**src/rtl/dma_ctrl_pkg.sv**
```systemverilog
// dma_ctrl shared definitions: register offsets, CTRL/STATUS bit
// positions, bus direction codes, FSM state codes, FSM->regs events.
package dma_ctrl_pkg;

    localparam logic [1:0] DMA_CTRL = 2'd0;
    localparam logic [1:0] DMA_SRC  = 2'd1;
    localparam logic [1:0] DMA_DST  = 2'd2;
    localparam logic [1:0] DMA_LEN  = 2'd3;

    localparam int CTRL_START = 0;
    localparam int CTRL_IE    = 1;
    localparam int CTRL_ABORT = 2;

    localparam int STAT_BUSY = 31;
    localparam int STAT_DONE = 30;

    localparam logic READ    = 1'b1;
    localparam logic WRITE   = 1'b0;
    localparam logic ENABLE  = 1'b1;
    localparam logic DISABLE = 1'b0;

    localparam logic [2:0] ST_IDLE    = 3'd0;
    localparam logic [2:0] ST_REQ     = 3'd1;
    localparam logic [2:0] ST_RD_AS   = 3'd2;
    localparam logic [2:0] ST_RD_WAIT = 3'd3;
    localparam logic [2:0] ST_WR_AS   = 3'd4;
    localparam logic [2:0] ST_WR_WAIT = 3'd5;
    localparam logic [2:0] ST_GAP     = 3'd6;

    // Events from the master FSM into the register file.
    typedef struct packed {
        logic busy;      // engine not in IDLE
        logic adv;       // word finished: SRC+1, DST+1, LEN-1
        logic done_set;  // transfer finished or aborted
    } fsm_evt_t;

endpackage

```
**src/rtl/dma_ctrl_if.sv**
```systemverilog
// Bus bundles for dma_ctrl.
// dma_slv_if: CPU register port (master = CPU, slave = DMA).
// dma_mst_if: DMA bus-master port (master = DMA, slave = bus fabric).
interface dma_slv_if;
    logic        cs_;
    logic        as_;
    logic        rw;
    logic [1:0]  addr;
    logic [31:0] wr_data;
    logic [31:0] rd_data;
    logic        rdy_;

    modport master (
        output cs_, as_, rw, addr, wr_data,
        input  rd_data, rdy_
    );
    modport slave (
        input  cs_, as_, rw, addr, wr_data,
        output rd_data, rdy_
    );
endinterface

interface dma_mst_if;
    logic        bus_req_;
    logic        bus_grnt_;
    logic [29:0] bus_addr;
    logic        bus_as_;
    logic        bus_rw;
    logic [31:0] bus_wr_data;
    logic [31:0] bus_rd_data;
    logic        bus_rdy_;

    modport master (
        output bus_req_, bus_addr, bus_as_, bus_rw, bus_wr_data,
        input  bus_grnt_, bus_rd_data, bus_rdy_
    );
    modport slave (
        input  bus_req_, bus_addr, bus_as_, bus_rw, bus_wr_data,
        output bus_grnt_, bus_rd_data, bus_rdy_
    );
endinterface

```
**src/rtl/dma_ctrl_regs.sv**
```systemverilog
// dma_ctrl register file: slave decode, CTRL/SRC/DST/LEN/STATUS, rdy_ timing.
// Ports: clk, reset_ (sync, active-low), slv (register port), evt (FSM
// events), start/abort pulses, live src/dst/len, irq. DMA_IRQ_EN adds IE.
module dma_ctrl_regs
    import dma_ctrl_pkg::*;
#(
    parameter int LEN_W = 16
) (
    input  logic             clk,
    input  logic             reset_,
    dma_slv_if.slave         slv,
    input  fsm_evt_t         evt,
    output logic             start,
    output logic             abort,
    output logic [29:0]      src,
    output logic [29:0]      dst,
    output logic [LEN_W-1:0] len,
    output logic             irq
);

    logic             req_q, req_d;
    logic             rw_q, rw_d;
    logic [1:0]       addr_q, addr_d;
    logic [31:0]      wdat_q, wdat_d;
    logic             rdy_q, rdy_d;
    logic [31:0]      rd_data_q, rd_data_d;
    logic [29:0]      src_q, src_d;
    logic [29:0]      dst_q, dst_d;
    logic [LEN_W-1:0] len_q, len_d;
    logic             done_q, done_d;
    logic             ie;
    logic             wr_en, rd_en;
    logic             wr_ctrl, wr_src, wr_dst, wr_len;
    logic [31:0]      stat, ctrl_rd;
    logic             unused_wdat;

    // Capture a request at edge N; it is serviced at edge N+1. New requests
    // are blocked while one is pending or rdy_ is low, so a strobe held
    // until rdy_ is seen is not taken twice.
    always_comb begin
        req_d  = 1'b0;
        rw_d   = rw_q;
        addr_d = addr_q;
        wdat_d = wdat_q;
        if (!slv.cs_ && !slv.as_ && !req_q && rdy_q) begin
            req_d  = 1'b1;
            rw_d   = slv.rw;
            addr_d = slv.addr;
            wdat_d = slv.wr_data;
        end
    end

    assign wr_en   = req_q && (rw_q == WRITE);
    assign rd_en   = req_q && (rw_q == READ);
    assign wr_ctrl = wr_en && (addr_q == DMA_CTRL);
    assign wr_src  = wr_en && (addr_q == DMA_SRC);
    assign wr_dst  = wr_en && (addr_q == DMA_DST);
    assign wr_len  = wr_en && (addr_q == DMA_LEN);
    assign start   = wr_ctrl && wdat_q[CTRL_START];
    assign abort   = wr_ctrl && wdat_q[CTRL_ABORT];

    always_comb begin
        src_d  = src_q;
        dst_d  = dst_q;
        len_d  = len_q;
        done_d = done_q;
        if (wr_src && !evt.busy) begin
            src_d = wdat_q[29:0];
        end else if (evt.adv) begin
            src_d = src_q + 30'd1;
        end
        if (wr_dst && !evt.busy) begin
            dst_d = wdat_q[29:0];
        end else if (evt.adv) begin
            dst_d = dst_q + 30'd1;
        end
        if (wr_len && !evt.busy) begin
            len_d = wdat_q[LEN_W-1:0];
        end else if (evt.adv && (len_q != '0)) begin
            len_d = len_q - LEN_W'(1);
        end
        // A completing transfer outranks a same-cycle clear.
        if (evt.done_set) begin
            done_d = 1'b1;
        end else if (wr_len) begin
            done_d = 1'b0;
        end
    end

`ifdef DMA_IRQ_EN
    logic ie_q, ie_d;

    always_comb begin
        ie_d = ie_q;
        if (wr_ctrl) begin
            ie_d = wdat_q[CTRL_IE];
        end
    end

    always_ff @(posedge clk) begin
        if (!reset_) begin
            ie_q <= 1'b0;
        end else begin
            ie_q <= ie_d;
        end
    end

    assign ie          = ie_q;
    assign irq         = done_q & ie_q;
    assign unused_wdat = ^wdat_q[31:30];
`else
    assign ie          = DISABLE;
    assign irq         = DISABLE;
    assign unused_wdat = ^{wdat_q[31:30], wdat_q[CTRL_IE]};
`endif

    always_comb begin
        stat              = '0;
        stat[LEN_W-1:0]   = len_q;
        stat[STAT_BUSY]   = evt.busy;
        stat[STAT_DONE]   = done_q;
        ctrl_rd           = '0;
        ctrl_rd[CTRL_IE]  = ie;
        rd_data_d         = '0;
        if (rd_en) begin
            unique case (addr_q)
                DMA_CTRL: rd_data_d = ctrl_rd;
                DMA_SRC:  rd_data_d = {2'b00, src_q};
                DMA_DST:  rd_data_d = {2'b00, dst_q};
                DMA_LEN:  rd_data_d = stat;
            endcase
        end
        rdy_d = !req_q;
    end

    always_ff @(posedge clk) begin
        if (!reset_) begin
            req_q     <= 1'b0;
            rw_q      <= READ;
            addr_q    <= '0;
            wdat_q    <= '0;
            rdy_q     <= 1'b1;
            rd_data_q <= '0;
            src_q     <= '0;
            dst_q     <= '0;
            len_q     <= '0;
            done_q    <= 1'b0;
        end else begin
            req_q     <= req_d;
            rw_q      <= rw_d;
            addr_q    <= addr_d;
            wdat_q    <= wdat_d;
            rdy_q     <= rdy_d;
            rd_data_q <= rd_data_d;
            src_q     <= src_d;
            dst_q     <= dst_d;
            len_q     <= len_d;
            done_q    <= done_d;
        end
    end

    assign slv.rdy_    = rdy_q;
    assign slv.rd_data = rd_data_q;
    assign src         = src_q;
    assign dst         = dst_q;
    assign len         = len_q;

endmodule

```
**src/rtl/dma_ctrl.sv**
```systemverilog
// dma_ctrl: single-channel word-copy DMA, master FSM + register sub-block.
// Ports: clk, reset_ (sync, active-low), slv (CPU registers), mst (bus
// master), irq (DONE & IE, level; tied low unless DMA_IRQ_EN is defined).
module dma_ctrl
    import dma_ctrl_pkg::*;
#(
    parameter int LEN_W = 16
) (
    input  logic       clk,
    input  logic       reset_,
    dma_slv_if.slave   slv,
    dma_mst_if.master  mst,
    output logic       irq
);

    logic [2:0]       state_q, state_d;
    logic             abort_q, abort_d;
    logic [31:0]      data_q, data_d;
    fsm_evt_t         evt;
    logic             start, abort;
    logic [29:0]      src, dst;
    logic [LEN_W-1:0] len;
    logic             abort_any;
    logic             rd_ph, wr_ph;

    dma_ctrl_regs #(
        .LEN_W (LEN_W)
    ) u_regs (
        .clk    (clk),
        .reset_ (reset_),
        .slv    (slv),
        .evt    (evt),
        .start  (start),
        .abort  (abort),
        .src    (src),
        .dst    (dst),
        .len    (len),
        .irq    (irq)
    );

    assign abort_any = abort_q | abort;

    // Abort is honoured only where no word is in flight (REQ, GAP), so a
    // word whose read has started always gets its write.
    always_comb begin
        state_d      = state_q;
        abort_d      = abort_any;
        data_d       = data_q;
        evt          = '0;
        evt.busy     = (state_q != ST_IDLE);
        case (state_q)
            ST_IDLE: begin
                abort_d = 1'b0;
                if (start) begin
                    if (len == '0) begin
                        evt.done_set = 1'b1;
                    end else begin
                        state_d = ST_REQ;
                    end
                end
            end
            ST_REQ: begin
                if (abort_any) begin
                    state_d      = ST_IDLE;
                    abort_d      = 1'b0;
                    evt.done_set = 1'b1;
                end else if (!mst.bus_grnt_) begin
                    state_d = ST_RD_AS;
                end
            end
            ST_RD_AS: state_d = ST_RD_WAIT;
            ST_RD_WAIT: begin
                if (!mst.bus_rdy_) begin
                    data_d  = mst.bus_rd_data;
                    state_d = ST_WR_AS;
                end
            end
            ST_WR_AS: state_d = ST_WR_WAIT;
            ST_WR_WAIT: begin
                if (!mst.bus_rdy_) begin
                    evt.adv = 1'b1;
                    state_d = ST_GAP;
                end
            end
            ST_GAP: begin
                if ((len == '0) || abort_any) begin
                    state_d      = ST_IDLE;
                    abort_d      = 1'b0;
                    evt.done_set = 1'b1;
                end else begin
                    state_d = ST_REQ;
                end
            end
            default: begin
                state_d = ST_IDLE;
                abort_d = 1'b0;
            end
        endcase
    end

    always_ff @(posedge clk) begin
        if (!reset_) begin
            state_q <= ST_IDLE;
            abort_q <= 1'b0;
            data_q  <= '0;
        end else begin
            state_q <= state_d;
            abort_q <= abort_d;
            data_q  <= data_d;
        end
    end

    assign rd_ph = (state_q == ST_RD_AS) || (state_q == ST_RD_WAIT);
    assign wr_ph = (state_q == ST_WR_AS) || (state_q == ST_WR_WAIT);

    assign mst.bus_req_    = !(rd_ph || wr_ph || (state_q == ST_REQ));
    assign mst.bus_as_     = !((state_q == ST_RD_AS) ||
                               (state_q == ST_WR_AS));
    assign mst.bus_rw      = wr_ph ? WRITE : READ;
    assign mst.bus_addr    = rd_ph ? src : (wr_ph ? dst : '0);
    assign mst.bus_wr_data = wr_ph ? data_q : '0;

endmodule
```
**src/flat_wrapper.sv**
```systemverilog
// flat-port wrapper written by rule: the top's interface ports become plain ports
module dma_ctrl_flat import dma_ctrl_pkg::*;
#(
    parameter int LEN_W = 16
)
  (clk, reset_, irq, slv_cs_, slv_as_, slv_rw, slv_addr, slv_wr_data, slv_rd_data, slv_rdy_, mst_bus_req_, mst_bus_addr, mst_bus_as_, mst_bus_rw, mst_bus_wr_data, mst_bus_grnt_, mst_bus_rd_data, mst_bus_rdy_);
  dma_slv_if slv_i ();
  dma_mst_if mst_i ();
  input  logic clk;
  input  logic reset_;
  output logic irq;
  input wire logic [$bits(slv_i.cs_)-1:0] slv_cs_;
  input wire logic [$bits(slv_i.as_)-1:0] slv_as_;
  input wire logic [$bits(slv_i.rw)-1:0] slv_rw;
  input wire logic [$bits(slv_i.addr)-1:0] slv_addr;
  input wire logic [$bits(slv_i.wr_data)-1:0] slv_wr_data;
  output wire logic [$bits(slv_i.rd_data)-1:0] slv_rd_data;
  output wire logic [$bits(slv_i.rdy_)-1:0] slv_rdy_;
  output wire logic [$bits(mst_i.bus_req_)-1:0] mst_bus_req_;
  output wire logic [$bits(mst_i.bus_addr)-1:0] mst_bus_addr;
  output wire logic [$bits(mst_i.bus_as_)-1:0] mst_bus_as_;
  output wire logic [$bits(mst_i.bus_rw)-1:0] mst_bus_rw;
  output wire logic [$bits(mst_i.bus_wr_data)-1:0] mst_bus_wr_data;
  input wire logic [$bits(mst_i.bus_grnt_)-1:0] mst_bus_grnt_;
  input wire logic [$bits(mst_i.bus_rd_data)-1:0] mst_bus_rd_data;
  input wire logic [$bits(mst_i.bus_rdy_)-1:0] mst_bus_rdy_;
  assign slv_i.cs_ = slv_cs_;
  assign slv_i.as_ = slv_as_;
  assign slv_i.rw = slv_rw;
  assign slv_i.addr = slv_addr;
  assign slv_i.wr_data = slv_wr_data;
  assign slv_rd_data = slv_i.rd_data;
  assign slv_rdy_ = slv_i.rdy_;
  assign mst_bus_req_ = mst_i.bus_req_;
  assign mst_bus_addr = mst_i.bus_addr;
  assign mst_bus_as_ = mst_i.bus_as_;
  assign mst_bus_rw = mst_i.bus_rw;
  assign mst_bus_wr_data = mst_i.bus_wr_data;
  assign mst_i.bus_grnt_ = mst_bus_grnt_;
  assign mst_i.bus_rd_data = mst_bus_rd_data;
  assign mst_i.bus_rdy_ = mst_bus_rdy_;
  dma_ctrl #(.LEN_W(LEN_W)) u_core (.clk(clk), .reset_(reset_), .slv(slv_i), .mst(mst_i), .irq(irq));
endmodule
```
**config.mk**
```make
export PLATFORM = sky130hd
export DESIGN_NAME = dma_ctrl_flat
export DESIGN_NICKNAME = d
export VERILOG_FILES = /design/src/rtl/dma_ctrl_pkg.sv /design/src/rtl/dma_ctrl_if.sv /design/src/rtl/dma_ctrl_regs.sv /design/src/rtl/dma_ctrl.sv /design/src/flat_wrapper.sv
export SDC_FILE = /design/constraint.sdc
export NUM_CORES = 1
export LEC_CHECK = 0
export BUFFER_PORTS_ARGS = -buffer_cell sky130_fd_sc_hd__buf_4
export CORE_ASPECT_RATIO = 0.7
export CORE_MARGIN = 1.5
export CORE_UTILIZATION = 41
export CTS_CLUSTER_SIZE = 16
export DETAILED_ROUTE_END_ITERATION = 8
export GPL_TIMING_DRIVEN = 0
export PLACE_DENSITY_LB_ADDON = 0.12
export SLEW_MARGIN = 20
export SYNTH_ARGS = -nofsm -noshare
export SYNTH_HDL_FRONTEND = slang
export SYNTH_SLANG_ARGS = --single-unit
```
**constraint.sdc**
```tcl
create_clock -name clk -period 2.27 [get_ports clk]
set_clock_uncertainty 0.1 [all_clocks]
set_input_delay 0.1135 -clock clk [delete_from_list [all_inputs] [get_ports clk]]
set_output_delay 0.1135 -clock clk [all_outputs]
set_load 0.02 [all_outputs]
```
==> results of run 1 <==
==> flip-flops by register name, summed over array words and instances (netlist names) <==
register / flops
u_core.u_regs.slv.rdy_: 1
u_core.abort_q: 1
u_core.u_regs.slv.rd_data: 32
u_core.state_q: 3
u_core.data_q: 32
u_core.u_regs.rw_q: 1
u_core.u_regs.done_q: 1
u_core.u_regs.dst: 30
u_core.u_regs.src: 30
u_core.u_regs.addr_q: 2
u_core.u_regs.len: 16
u_core.u_regs.req_q: 1
u_core.u_regs.wdat_q: 30
==> worst paths after layout <==
path / startpoint / to / slack, ps / cells past startpoint
worst max-delay path: u_core.state_q[1] / u_core.u_regs.src[24] / 60 / 8
worst min-delay path: slv_cs_ / u_core.u_regs.wdat_q[26] / 130 / 5
worst max register to register: u_core.state_q[1] / u_core.u_regs.src[24] / 60 / 8
worst min register to register: u_core.data_q[24] / u_core.data_q[24] / 350 / 2
==> cells in the mapped netlist, drive strengths merged (13+ instances only) <==
cell and instances:
nand2 219, dfxtp 180, a21oi 127, clkbuf 74
nor2 58, o21ai 36, and2 34, nand3 34
nand4 34, a31oi 31, a22o 28, buf 22
and3 21, mux2 21, nor3 20, a22oi 19
nand3b 17, inv 13
==> metrics by stage <==
step / TNS, ps / setup WS [ps] / total power, W / hold slack, ps
2_1_floorplan: 0 / 274 / 0.00342 / 138
6_report: 0 / 61.7 / 0.00664 / 127
3_5_place_dp: -19820 / -373 / 0.00362 / 228
3_3_place_gp: -18080 / -324 / 0.00362 / 230
4_1_cts: 0 / 4.12 / 0.00663 / 148
5_1_grt: -12.3 / -11.4 / 0.00682 / 187
==> cell type report <==
| cell class | instances | area share [%] |
|---|---|---|
| plain buffers | 97 | 4.29 |
| clock buffers | 18 | 3.55 |
| clock inverters | 14 | 1.18 |
| inverters | 13 | 0.404 |
| multi-input cells | 833 | 40.5 |
| flip-flops and latches | 180 | 29.8 |
| well taps | 276 | 2.86 |
| repair buffers | 257 | 17.4 |
==> logic make-up after synthesis <==
group / after synthesis / synth area share (%)
AO/OA/AOI/OAI: 304 / 21.6
XOR/XNOR: 16 / 1.58
adder cells (fa/ha/maj): 4 / 0.565
buffers and inverters: 110 / 5.32
flip-flops: 180 / 40.6
multiplexers: 22 / 2.78
other: 1 / 0.0423
AND/OR/NAND/NOR: 486 / 27.5
==> power breakdown <==
part / internal, W / switching (W)
clock network: 0.00155 / 0.00143
logic: 0.000211 / 0.000211
registers: 0.00318 / 0.0000495
==> worst reg2reg max path, delay by kind of cell (launching register included) <==
kind	cells	cell delay, ps
buf+inv	4	1040
simple gates	3	530
flops	1	300
compound gates	1	170
==> timing repair <==
action,in CTS,in global routing
resized for setup,44,41
endpoints found under the hold margin,67,0
endpoints found under the setup margin,156,119
pin swaps,6,2
setup buffers,13,7
hold buffers,70,0
==> routing by layer <==
| metal | track usage, % | up-vias | wire (µm) |
|---|---|---|---|
| met5 | 0 | - | 0 |
| met4 | 7.60 | 0 | 570 |
| met3 | 9.57 | 51 | 4410 |
| met2 | 41.4 | 584 | 13800 |
| met1 | 44.9 | 4646 | 15500 |
| li1 | - | 4570 | - |
==> flow_metrics.tcl, run 1 <==
set metrics [dict create \
    ir_worst_vdd_uv 519 \
    hold_path.class "in -> reg" \
    drc_errors 0 \
    post-route-util_pct 57.6 \
    vias 9851 \
    cts_buffers 17 \
    cp_num_buf_inv 4 \
    seq_area_um2 3600 \
    critPathRequiredTime_ps 2540 \
    numClockSinks 180 \
    synth_ff_type "dfxtp_1" \
    hold_viol_final 0 \
    cpLargestDelayFamily "buffers and inverters" \
    rsz0062_at_grt "true" \
    postSynthCellCount 1123 \
    dpl-instance-area_um2 10500 \
    root_buffer "clkbuf_16" \
    h-tree-depth 4 \
    worst_setup_path_end_kind "flip-flop" \
    setup_viol 0 \
    drv_cap 0 \
    slew_viol_final 0 \
    slew-limit-headroom_pct 41.9 \
    critPathLaunchType "flip-flop" \
    period_share_pct 97.3 \
    routed_via_density 5.84 \
    final_common_cell "nand2_1" \
    ys_warn_count 0 \
    yosys.area.top_type "dfxtp_1" \
    antenna_cells 0 \
    layout.nets 1476 \
    critPathMaxStageDelay_ps 370 \
    drive_gt1_share_pct 22.5 \
    multiInputGateArea_um2 4890 \
    first_pass_iters 5 \
    grt.total_usage_pct 30.1 \
    status "finished clean" \
    antenna_found_initial 0 \
    fill_cells 1992 \
    crit_path_frequent_cell "buf_2" \
    cts_tree "yes" \
    clockBufferDepth 2 \
    yosysSeqAreaShare_pct 40.6 \
    die_w_um 179 \
    final_cells 1688 \
    die_area_um2 22500 \
    final_antenna_net_count 0 \
    insertion_delay_ps 450 \
    synthDistinctLibCells 68 \
    syn_area_um2 8870 \
    rows 44 \
    min_period_ps 2210 \
    async_reset_ff_share_pct 0 \
    area_growth_syn_to_layout_pct 36.3 \
    start_util_pct 42.3 \
    max_freq_mhz 453 \
    grt_max_degree 18 \
    first_iter_violations 1139 \
    grt_pass1_wl_um 50900 \
    synth_top_area_share_pct 40.6 \
    crit_arrival_ps 2470 \
    power_density_nw_per_um2 549 \
    path_class "reg -> reg" \
    synth_edf_count 0 \
    port_buffers 167 \
    die_y_um 126 \
    path_max_fanout 10 \
    p_leak_nw 4.67 \
    syn_nets 1200 \
    core_region_area_um2 21000 \
    dp.cells 1566 \
    path_cells "buf_2 -> nor3_4 -> buf_4 -> and3_1 -> buf_2 -> clkbuf_2 -> nand2_1 -> a31oi_1" \
    final_cell_area_um2 12100 \
    grt_pass1_vias 8702 \
    postRouteWirelength_um 34300 \
    num_io_pins 172 \
    dp.final_hpwl_um 24500 \
    ys_ff_latch 180 \
    syn_area_per_cell_um2 7.89 \
    cp_slowest_cell "clkbuf_2" \
    synth_area_leaders "dfxtp_1 41%, nand2_1 9.3%, a21oi_1 7.2%, clkbuf_1 3.1%, a22o_1 2.8%" \
    grt_overflow_total 0 \
    tightestPinTransition_ps 871 \
    layout_common_cells "219 x nand2_1, 195 x buf_4, 180 x dfxtp_1" \
    routedWlPerCell_um 20.3 \
    gp_congestion 0.933 \
    path_clk_slew_ps 80 \
]
Power figures use the tool's default switching activity.
==> inputs of run 2 (changes only) <==
- CORE_UTILIZATION: 41 -> 56
- GPL_ROUTABILITY_DRIVEN: not set -> 1
==> run 2 against run 1 <==
  * Combinational power about the same
  * Critical path depth unchanged
  * Die area decreased by 26%
  * Non-clock buffer count decreased by 1
  * Via count increased by 3.0%
  * Wire length about the same
  * Cell area decreased by 0.53%
  * Power increased by 1.7%
  * Worst setup slack improved by 6.2 ps
  * Register-to-register slack about the same
  * Critical endpoint is now u_core.u_regs.src[11]
  * Largest cell class unchanged
  * Highest routed layer unchanged
==> flow_metrics.tcl, run 2 (same netlist as run 1, synthesis figures left out) <==
set metrics [dict create \
    status "finished clean" \
    rows 38 \
    gr-max-usage-layer "met2" \
    drive_gt1_share_pct 22.6 \
    final_antenna_net_count 0 \
    path_cells "buf_2 -> nand4bb_1 -> clkbuf_4 -> clkbuf_2 -> clkbuf_2 -> nor2_1 -> o21ai_0 -> a21oi_1" \
    dpl-instance-area_um2 10400 \
    vias 10100 \
    insertion_delay_ps 440 \
    cts_buffers 17 \
    timing.rr.start "u_core.state_q[1]" \
    grt_pass1_vias 9111 \
    hold_viol_final 0 \
    path_max_fanout 10 \
    area_growth_syn_to_layout_pct 35.6 \
    slew_viol_final 0 \
    start_util_pct 57.2 \
    p_leak_nw 4.67 \
    min_to "u_core.state_q[1]" \
    critPathLaunchType "flip-flop" \
    path_class "reg -> reg" \
    layout_common_cells "219 x nand2_1, 194 x buf_4, 179 x dfxtp_1" \
    slew-limit-headroom_pct 44.8 \
    drv_cap 0 \
    grt_max_degree 17 \
    worst_setup_path_end_kind "flip-flop" \
    post-route-util_pct 77.6 \
    critPathRequiredTime_ps 2470 \
    reg2reg_slack_ps 70 \
    whs_path_depth 4 \
    layout.nets 1475 \
    cts_tree "yes" \
    core_region_area_um2 15500 \
    dp.final_hpwl_um 23200 \
    final_common_cell "nand2_1" \
    min_period_ps 2200 \
    cpLargestDelayFamily "buffers and inverters" \
    port_buffers 167 \
    power_density_nw_per_um2 561 \
    drc_errors 0 \
    antenna_cells 0 \
    path_clk_slew_ps 70 \
    crit_arrival_ps 2400 \
    grtUsageMet2_pct 58.8 \
    h-tree-depth 4 \
    hp-start "mst_bus_rdy_" \
    numClockSinks 180 \
    routed_via_density 6.30 \
    first_pass_iters 7 \
    hold_path.class "in -> reg" \
    die_w_um 153 \
    max_freq_mhz 454 \
    ir_worst_vdd_uv 461 \
    root_buffer "clkbuf_16" \
    routedWlPerCell_um 21.3 \
    ff2ff_path_depth 8 \
    die_area_um2 16600 \
    postRouteWirelength_um 34300 \
    period_share_pct 97.0 \
    grt.total_usage_pct 40.5 \
    cp_num_buf_inv 4 \
    die_y_um 108 \
    r2r-end "u_core.u_regs.src[11]" \
    grt_pass1_wl_um 51000 \
    num_io_pins 172 \
    grt_overflow_total 0 \
    tightestPinTransition_ps 829 \
    gr-usage-met1_pct 56.3 \
    final_cell_area_um2 12000 \
    first_iter_violations 1405 \
    setup_viol 0 \
    critPathMaxStageDelay_ps 340 \
    gp_congestion 0.986 \
    antenna_found_initial 0 \
    use_met3_pct 12.7 \
    crit_path_frequent_cell "clkbuf_2" \
    cp_slowest_cell "clkbuf_2" \
    clockBufferDepth 2 \
]
-- run 2: cell count changes in the layout (fill, tap and decap cells not counted), moves of 3 or more --
cell	previous run	this run
clkbuf_8	1	4
clkinvlp_4	1	4
inv_6	5	2
inv_8	3	0
-- run 2: area by class of cell --
class	count	area (µm²)
fill	1120	3480
multi-input combinational	833	4920
sequential	180	3600
tap	200	250
timing repair buffer	257	2100
inverter	13	48.8
buffer	96	499
clock buffer	21	480
clock inverter	10	121
-- run 2: per-stage QoR --
stage | power, W | hold slack, ps | setup TNS (ps) | worst slack (ps) | std cells
after floorplan | 0.00342 | 138 | 0 | 274 | 1123
after global placement | 0.00360 | 225 | -12010 | -307 | 1490
after detailed placement | 0.00361 | 236 | -13830 | -338 | 1490
after CTS | 0.00670 | 3.37 | 0 | 7.35 | 1598
after global routing | 0.00687 | 71.3 | -17.0 | -17.0 | 1610
final | 0.00675 | 42.6 | 0 | 67.8 | 1610
-- run 2: how the worst max path moves through the flow --
stage | from | endpoint | slack, ps | cells after the start
floorplan | u_core.u_regs.dst[0] | u_core.u_regs.dst[12] | 270 | 6
global placement | u_core.u_regs.len[0] | u_core.u_regs.len[1] | -310 | 8
detailed placement | u_core.u_regs.len[0] | u_core.u_regs.len[0] | -340 | 8
CTS | u_core.u_regs.len[0] | u_core.u_regs.len[0] | 7 | 9
global route | u_core.state_q[1] | u_core.u_regs.dst[0] | -20 | 8
finish | u_core.state_q[1] | u_core.u_regs.src[11] | 70 | 8
-- run 2: tightest hold or removal path, cell delays in order --
cell and delay [ps]:
buf_4 110, nand2b_1 170, a32oi_1 80, nor2_1 80
-- run 2: what timing repair did --
action                                  in CTS  in global routing
endpoints found under the setup margin     154                165
setup buffers                                8                 13
pin swaps                                    4                  5
hold buffers                                69                  0
gates resized for setup                     45                 34
endpoints found under the hold margin       66                  0
-- run 2: report_power, final --
| group | internal, W | switching [W] |
|---|---|---|
| clock | 0.00174 | 0.00135 |
| sequential | 0.00319 | 0.0000478 |
| combinational | 0.000209 | 0.000215 |
-- run 2: routing by layer --
metal  wire [µm]  share of wire, %
met5           0                 0
met4        1030               3.0
met3        5170                15
met2       14300                42
met1       13700                40
